`src/rtl/disp_seq_pkg.sv`:
```
// Shared display definitions: sequencer state encoding, error bit positions
// and resolution codes common to the sequencer and the sync generator.
package disp_seq_pkg;

  typedef enum logic [1:0] {
    ST_IDLE  = 2'd0,
    ST_SGRST = 2'd1,
    ST_WAITV = 2'd2,
    ST_RUN   = 2'd3
  } disp_state_t;

  localparam int ERR_UDF = 0;
  localparam int ERR_OVR = 1;

  localparam logic [1:0] RESOL_VGA  = 2'd0;
  localparam logic [1:0] RESOL_SVGA = 2'd1;
  localparam logic [1:0] RESOL_XGA  = 2'd2;
  localparam logic [1:0] RESOL_SXGA = 2'd3;

endpackage

```
`src/rtl/disp_frmreq.sv`:
```
// Frame-start REQ/ACK flag toward the VRAM reader, with overrun detection
// when a new frame is issued while the previous request is still pending.
module disp_frmreq (
  input  logic DCLK,
  input  logic DRST_X,
  input  logic issue,
  input  logic abandon,
  input  logic FRM_ACK,
  output logic FRM_REQ,
  output logic overrun
);

  // A new issue outranks an ACK in the same cycle so the next frame is never lost.
  always_ff @(posedge DCLK or negedge DRST_X) begin
    if (!DRST_X) begin
      FRM_REQ <= 1'b0;
    end else if (abandon) begin
      FRM_REQ <= 1'b0;
    end else if (issue) begin
      FRM_REQ <= 1'b1;
    end else if (FRM_ACK) begin
      FRM_REQ <= 1'b0;
    end
  end

  assign overrun = issue & FRM_REQ;

endmodule

```
`src/rtl/disp_seq.sv`:
```
// Display sequencer: brings the sync generator out of reset on DISPON,
// applies resolution changes at frame boundaries and issues frame requests.
module disp_seq
  import disp_seq_pkg::*;
#(
  parameter int RST_CYC = 16
) (
  input  logic        DCLK,
  input  logic        DRST_X,
  input  logic        DISPON,
  input  logic [1:0]  RESOL_REQ,
  input  logic        VRSTART,
  input  logic        DSP_preDE,
  input  logic        FIFO_EMPTY,
  input  logic        FRM_ACK,
  input  logic        ERR_CLR,
  output logic        SG_RST,
  output logic [1:0]  SG_RESOL,
  output logic        FRM_REQ,
  output logic        BUSY,
  output logic [1:0]  ERR,
  output logic [15:0] FRAME_CNT
);

  localparam logic [7:0] CNT_LOAD = 8'(RST_CYC - 1);

  disp_state_t state;
  logic [7:0]  cnt;
  logic        vr_d;
  logic        vr_rise;
  logic        resol_chg;
  logic        issue;
  logic        abandon;
  logic        overrun;
  logic [1:0]  err_set;

  assign vr_rise   = VRSTART & ~vr_d;
  assign resol_chg = (RESOL_REQ != SG_RESOL);

  // Frame boundary decisions shared by the FSM and the request flag.
  assign issue   = vr_rise & DISPON &
                   ((state == ST_WAITV) | ((state == ST_RUN) & ~resol_chg));
  assign abandon = vr_rise & (state == ST_RUN) & (~DISPON | resol_chg);

  always_comb begin
    err_set          = 2'b00;
    err_set[ERR_UDF] = (state == ST_RUN) & DSP_preDE & FIFO_EMPTY;
    err_set[ERR_OVR] = overrun;
  end

  always_ff @(posedge DCLK or negedge DRST_X) begin
    if (!DRST_X) begin
      state     <= ST_IDLE;
      SG_RST    <= 1'b1;
      SG_RESOL  <= 2'd0;
      BUSY      <= 1'b0;
      FRAME_CNT <= 16'd0;
      cnt       <= 8'd0;
      vr_d      <= 1'b0;
    end else begin
      vr_d <= VRSTART;
      if (issue) FRAME_CNT <= FRAME_CNT + 16'd1;
      case (state)
        ST_IDLE: begin
          SG_RST <= 1'b1;
          if (DISPON) begin
            SG_RESOL <= RESOL_REQ;
            cnt      <= CNT_LOAD;
            BUSY     <= 1'b1;
            state    <= ST_SGRST;
          end
        end
        ST_SGRST: begin
          if (!DISPON) begin
            BUSY  <= 1'b0;
            state <= ST_IDLE;
          end else if (cnt == 8'd0) begin
            SG_RST <= 1'b0;
            state  <= ST_WAITV;
          end else begin
            cnt <= cnt - 8'd1;
          end
        end
        ST_WAITV: begin
          if (!DISPON) begin
            SG_RST <= 1'b1;
            BUSY   <= 1'b0;
            state  <= ST_IDLE;
          end else if (vr_rise) begin
            state <= ST_RUN;
          end
        end
        ST_RUN: begin
          if (vr_rise && !DISPON) begin
            SG_RST <= 1'b1;
            BUSY   <= 1'b0;
            state  <= ST_IDLE;
          end else if (vr_rise && resol_chg) begin
            SG_RST   <= 1'b1;
            SG_RESOL <= RESOL_REQ;
            cnt      <= CNT_LOAD;
            state    <= ST_SGRST;
          end
        end
        default: state <= ST_IDLE;
      endcase
    end
  end

  // A set in the same cycle as ERR_CLR keeps the bit high.
  always_ff @(posedge DCLK or negedge DRST_X) begin
    if (!DRST_X) begin
      ERR <= 2'b00;
    end else begin
      ERR <= (ERR & {2{~ERR_CLR}}) | err_set;
    end
  end

  disp_frmreq u_frmreq (
    .DCLK    (DCLK),
    .DRST_X  (DRST_X),
    .issue   (issue),
    .abandon (abandon),
    .FRM_ACK (FRM_ACK),
    .FRM_REQ (FRM_REQ),
    .overrun (overrun)
  );

endmodule

```
`config.mk`:
```
export PLATFORM = sky130hd
export DESIGN_NAME = disp_seq
export DESIGN_NICKNAME = d
export VERILOG_FILES = /design/src/rtl/disp_seq_pkg.sv /design/src/rtl/disp_frmreq.sv /design/src/rtl/disp_seq.sv
export SDC_FILE = /design/constraint.sdc
export NUM_CORES = 1
export LEC_CHECK = 0
export ABC_AREA = 1
export BUFFER_PORTS_ARGS = -buffer_cell sky130_fd_sc_hd__buf_2
export CORE_ASPECT_RATIO = 1.1
export CORE_UTILIZATION = 30
export CTS_BUF_LIST = sky130_fd_sc_hd__clkbuf_4 sky130_fd_sc_hd__clkbuf_8 sky130_fd_sc_hd__clkbuf_16
export CTS_CLUSTER_DIAMETER = 100
export CTS_CLUSTER_SIZE = 20
export DETAILED_ROUTE_END_ITERATION = 16
export HOLD_SLACK_MARGIN = 0.05
export PLACE_DENSITY = 0.47
export SLEW_MARGIN = 20
export SYNTH_ARGS = -nofsm -noshare
export SYNTH_HDL_FRONTEND = slang
export SYNTH_SLANG_ARGS = --single-unit
```
`constraint.sdc`:
```
create_clock -name DCLK -period 4.6 [get_ports DCLK]
set_clock_uncertainty 0.15 [all_clocks]
set_input_delay 0.92 -clock DCLK [delete_from_list [all_inputs] [get_ports DCLK]]
set_output_delay 0.92 -clock DCLK [all_outputs]
set_load 0.05 [all_outputs]
```
==> Word-level counts from Yosys, hierarchy flattened <==
Cells that the tools add are included.
{ "classes": {"n_eq_ne": 16, "n_reduce_logical": 14, "addsub": 2, "bitwise": 17, "muxes": 31} }
{ "op_table": {"columns": ["cell", "n"], "rows": [
  ["$mux W8", 5],
  ["$pmux W8 S3", 1],
  ["$mux W2", 10],
  ["$add A16 B1 Y16 const B", 1],
  ["$ne A2 B2 Y1 const B", 7],
  ["$reduce_and A4 Y1", 3],
  ["$mux W1", 11],
  ["$and A1 B1 Y1", 9],
  ["$logic_not A8 Y1", 1],
  ["$pmux W2 S4", 1],
  ["$sub A8 B1 Y8 const B", 1],
  ["$ne A3 B3 Y1 const B", 2],
  ["$reduce_and A6 Y1", 1],
  ["$reduce_bool A3 Y1", 2],
  ["$eq A2 B2 Y1 const B", 2],
  ["$ne A2 B1 Y1 const B", 2],
  ["$not A1 Y1", 4],
  ["$pmux W1 S4", 1],
  ["$pmux W2 S2", 1],
  ["$ne A3 B1 Y1 const B", 1],
  ["$pmux W1 S3", 1],
  ["$reduce_and A3 Y1", 1],
  ["$and A2 B2 Y2", 1],
  ["$eq A2 B1 Y1 const B", 1],
  ["other kinds (8)", 10]
]} }
{ "totals": {"word_cells": 89, "input_bits": 10, "register_bits": 34} }

==> Depth between registers and ports, before layout <==
{ "logic_depth": {"ltp_word": 7, "mapped_depth": 10} }

==> Cells and area by module <==
A second synthesis with hierarchy kept.
{ "unflattened": {"hier_cells": 306, "area_unflattened_um2": 2214.6} }
{ "modules_own_cells": {"columns": ["module", "instances", "seq_area_each_um2", "cells_per_inst", "area_each_um2"], "rows": [
  ["disp_seq", 1, 827.0, 299, 2162.1],
  ["disp_frmreq", 1, 25.0, 7, 52.6]
]} }

==> Worst setup path after synthesis <==
Ideal clock, no wire load.
{ "synth_timing": {"path_kind": "in2reg", "start": "input port RESOL_REQ[0]", "end": "register FRAME_CNT[11]", "cell_stages": 9, "setup_slack_ns": 2.641, "setup_time_ns": 0.118, "t_arrival_ns": 1.690, "cell_sequence": "inv_1 > nand2_1 > nand2_1 > nand3_2 > nand2_1 > nand2_2 > buf_2 > nand2_1 > nand2_1"} }
{ "synth_via": {"elab_chain_len": 5} }
{ "synth_lines": {"columns": ["element", "line_no", "text"], "rows": [
  ["from (decl)", "disp_seq.sv:11", "input logic [1:0] RESOL_REQ,"],
  ["$ne A2 B2 Y1", "disp_seq.sv:38", "assign resol_chg = (RESOL_REQ != SG_RESOL);"],
  ["$not A1 Y1", "disp_seq.sv:42", "((state == ST_WAITV) | ((state == ST_RUN) & ~resol_chg));"],
  ["$and A1 B1 Y1", "disp_seq.sv:42", null],
  ["$or A1 B1 Y1", "disp_seq.sv:42", null],
  ["$and A1 B1 Y1", "disp_seq.sv:41", "assign issue = vr_rise & DISPON &"],
  ["to (signal assigned)", "disp_seq.sv:62", "if (issue) FRAME_CNT <= FRAME_CNT + 16'd1;"],
  ["to (decl)", "disp_seq.sv:22", "output logic [15:0] FRAME_CNT"]
]} }
No other way between the ends.
A chain may end at the register's enable or synchronous reset.

==> Worst setup path in the final report <==
{ "layout_timing": {"start": "register SG_RST", "end": "output port SG_RST"} }
{ "layout_lines": {"columns": ["element", "line_no", "text"], "rows": [
  ["from (decl)", "disp_seq.sv:17", "output logic SG_RST,"],
  ["from (signal assigned)", "disp_seq.sv:54", "SG_RST <= 1'b1;"],
  ["from (signal assigned)", "disp_seq.sv:65", "SG_RST <= 1'b1;"],
  ["from (signal assigned)", "disp_seq.sv:78", "SG_RST <= 1'b0;"]
]} }
No word-level cell between the ends.

==> key figures <==
Clocking
  – CTS Root Cell: clkbuf_8
  – Clock tree sinks: 34
  – Clk_lat worst skew: 0.29 ns
  – Worst-path clk slew: 0.07 ns
  – Post-CTS Setup Inserts: 0
  – CTS tree: built
  – H-tree levels: 2
  – Hold_buf cts: 0
  – Longest Clk Path Bufs: 2
  – CTS Buf Count: 5
  – Post-CTS sizing: 0

STA
  – Number of hold violations in the final report: 0
  – Final setup fails: 0
  – F_max: 467 MHz
  – Worst rel slew slack: 0.464
  – Period utilization: 0.465
  – Sum Neg Setup Slack: 0 ns
  – Worst slew pin tran: 0.803 ns
  – Min cycle time layout: 2.14 ns
  – Pins Over Slew Limit: 0
  – Final Worst Setup Slack: 2.46 ns
  – RSZ-0062 raised after global routing: no

Route
  – Initial drt markers: 65
  – Final wirelength: 4720 um
  – Routed Antenna Nets: 0
  – Detailed-route wire length per cell: 11.2 um
  – Vias: 1917
  – Vias per inst: 4.56
  – Drt first pass iters: 4
  – Drt drc: 0

Pwr
  – Net Switching: 0.000635 W
  – Lkg Pwr: 1.30 nW
  – Sw Share: 0.490
  – Maximum VDD drop: 0.237 mV
  – Internal Power: 0.000660 W
  – Seq pwr share: 0.352
  – Power Total: 0.00129 W
  – Clock Power Share: 0.166
  – Pwr dens: 531 mW/mm^2
  – Gate power share: 0.482

Worst setup path
  – Crit-path max cell delay: 0.53 ns
  – Slowest cell on crit path: dfstp_2
  – CP Launch Type: flop
  – Crit path capture type: output pin
  – Crit path max fanout: 2
  – Delay-heaviest family, CP: flip-flops
  – Crit path required time: 3.53 ns
  – Kind of critical path: reg2out
  – Arr. time, crit path: 1.07 ns
  – WP buf/inv: 1
  – Critical path depth: 1
  – CP cell instances: buf_2
  – R2R depth: 8

Synth
  – Synthesized area: 0.00211 mm^2
  – Synth warn: 0
  – Mapped Cells: 301
  – Sequential fraction of the synthesis area: 0.403
  – Synthesized Nets: 319
  – Post-synthesis register bit count: 34
  – Synth unique cells: 28
  – Avg Cell Area, Syn: 7.02 um^2

Layout
  – Fin nets: 356
  – Fill count: 726
  – Layout overhead on the synthesized area: 15.4%
  – Final Util: 0.363
  – Post-route insts no fill: 420
  – Fraction of layout cells with a size suffix above 1: 0.145
  – Diodes inserted: 0

Placed design
  – Place WS: 2.34 ns
  – DP Cell Count: 413
  – Post-DP HPWL: 3400 um
  – Buffers on Ports: 32
  – RePlAce Congestion: 0.845

Flow run
  – Max-cap check violation count: 0

Die
  – Standard-cell rows: 31
  – Die H: 90 um
  – Die Wd: 82 um
  – Starting Density: 0.315
  – Core area: 0.00671 mm^2
  – I/O pins: 33
  – Die area: 0.00738 mm^2

Hold path
  – Hold Path Depth: 2
  – Hold WC Path Type: reg2reg

Global route
  – Largest net degree at the start of global routing: 35
  – Initial antenna violation count: 0
  – Global route overflow: 0
  – First-pass GRT wire length: 8390 um
  – Vias in the first global route: 1888
  – Total track usage: 0.146

Status
  – Status: finished, final reports clean
==> layer usage <==
metal,routed length (um),GRT usage,up-vias
met5,0,0,-
met4,59,0.0453,0
met3,183,0.0355,5
met2,2200,0.244,34
met1,2270,0.179,861
li1,-,-,1017
==> kinds of logic (layout without fill, tap and decap cells) <==
family,after synthesis,in the layout,synth area share
buffers and inverters,39,76,0.0735
adders and majority gates,8,8,0.0474
AOI/OAI and AO/OA,25,25,0.0681
xor gates and xnor gates,9,9,0.0373
and+or+nand+nor,186,186,0.370
DFF,34,34,0.403
==> tightest hold or removal path, delay by kind of cell, from the launching register on <==
family	cells	cell delay [ns]
flip-flops	1	0.37
AND/OR/NAND/NOR	2	0.09
==> state kept, by name, summed over array words and instances, names as in the netlist <==
name	flops
SG_RESOL	2
vr_d	1
SG_RST	1
FRAME_CNT	16
u_frmreq.FRM_REQ	1
cnt	8
state	2
BUSY	1
ERR	2
==> cells in the final DEF, fill, tap and decap left out, types with 4 or more instances in the layout <==
| cell | count |
|---|---|
| clkbuf_8 | 5 |
| nor2_1 | 26 |
| nand2_1 | 123 |
| nand4_1 | 4 |
| ha_1 | 8 |
| xnor2_1 | 4 |
| inv_1 | 36 |
| buf_2 | 32 |
| a21oi_1 | 4 |
| nand3_1 | 21 |
| dfrtp_1 | 33 |
| xor2_1 | 5 |
| o21ai_0 | 15 |
==> synth_stat cells (all sizes together) <==
cell,number,area [um^2]
nand4,5,37.5
dfstp,1,26.3
xnor2,4,35.0
o21a,1,7.51
xor2,5,43.8
a22oi,1,7.51
nand3b,1,7.51
a21boi,1,18.8
inv,37,139
nor3,4,25.0
ha,8,100
nor3b,1,7.51
dfrtp,33,826
a21oi,4,20.0
nor2,28,115
buf,2,16.3
o21ai,18,90.1
nand2,125,474
nand3,22,115
==> path summary, 6_finish.rpt <==
kind                           from           end  slack (ns)
setup / recovery             SG_RST        SG_RST        2.46
hold / removal               SG_RST        SG_RST        0.31
setup reg to reg           state[1]        cnt[1]        2.70
hold reg to reg              SG_RST        SG_RST        0.31
max in group asynchronous    DRST_X   SG_RESOL[0]        3.22
min in group asynchronous    DRST_X  FRAME_CNT[2]        0.56
==> final cells by class <==
cell class / count / area, um^2 / share of cell area
Clock inverter: 2 / 10.0 / 0.00411
Tap cell: 82 / 103 / 0.0421
Timing Repair Buffer: 32 / 160 / 0.0657
Multi-Input combinational cell: 228 / 1100 / 0.453
Inverter: 37 / 139 / 0.0570
Clock buffer: 5 / 68.8 / 0.0282
Sequential cell: 34 / 852 / 0.350
==> per-stage QoR <==
step / hold WS (ns) / cell area [um^2]
global route: 0.340 / 2440
finish: 0.314 / 2440
global placement: 0.311 / 2360
floorplan: 0.299 / 2110
CTS: 0.317 / 2440
detailed placement: 0.307 / 2360
==> power by group through the flow <==
stage                     Sequential, W  Combinational [W]  Clock [W]
after CTS                      0.000457           0.000632   0.000227
after floorplan                0.000605           0.000338          0
after detailed placement       0.000463           0.000629          0
final                          0.000455           0.000624   0.000215
after global routing           0.000472           0.000707   0.000238
after global placement         0.000461           0.000630          0
Note: power is estimated with default switching activity, not from simulation.
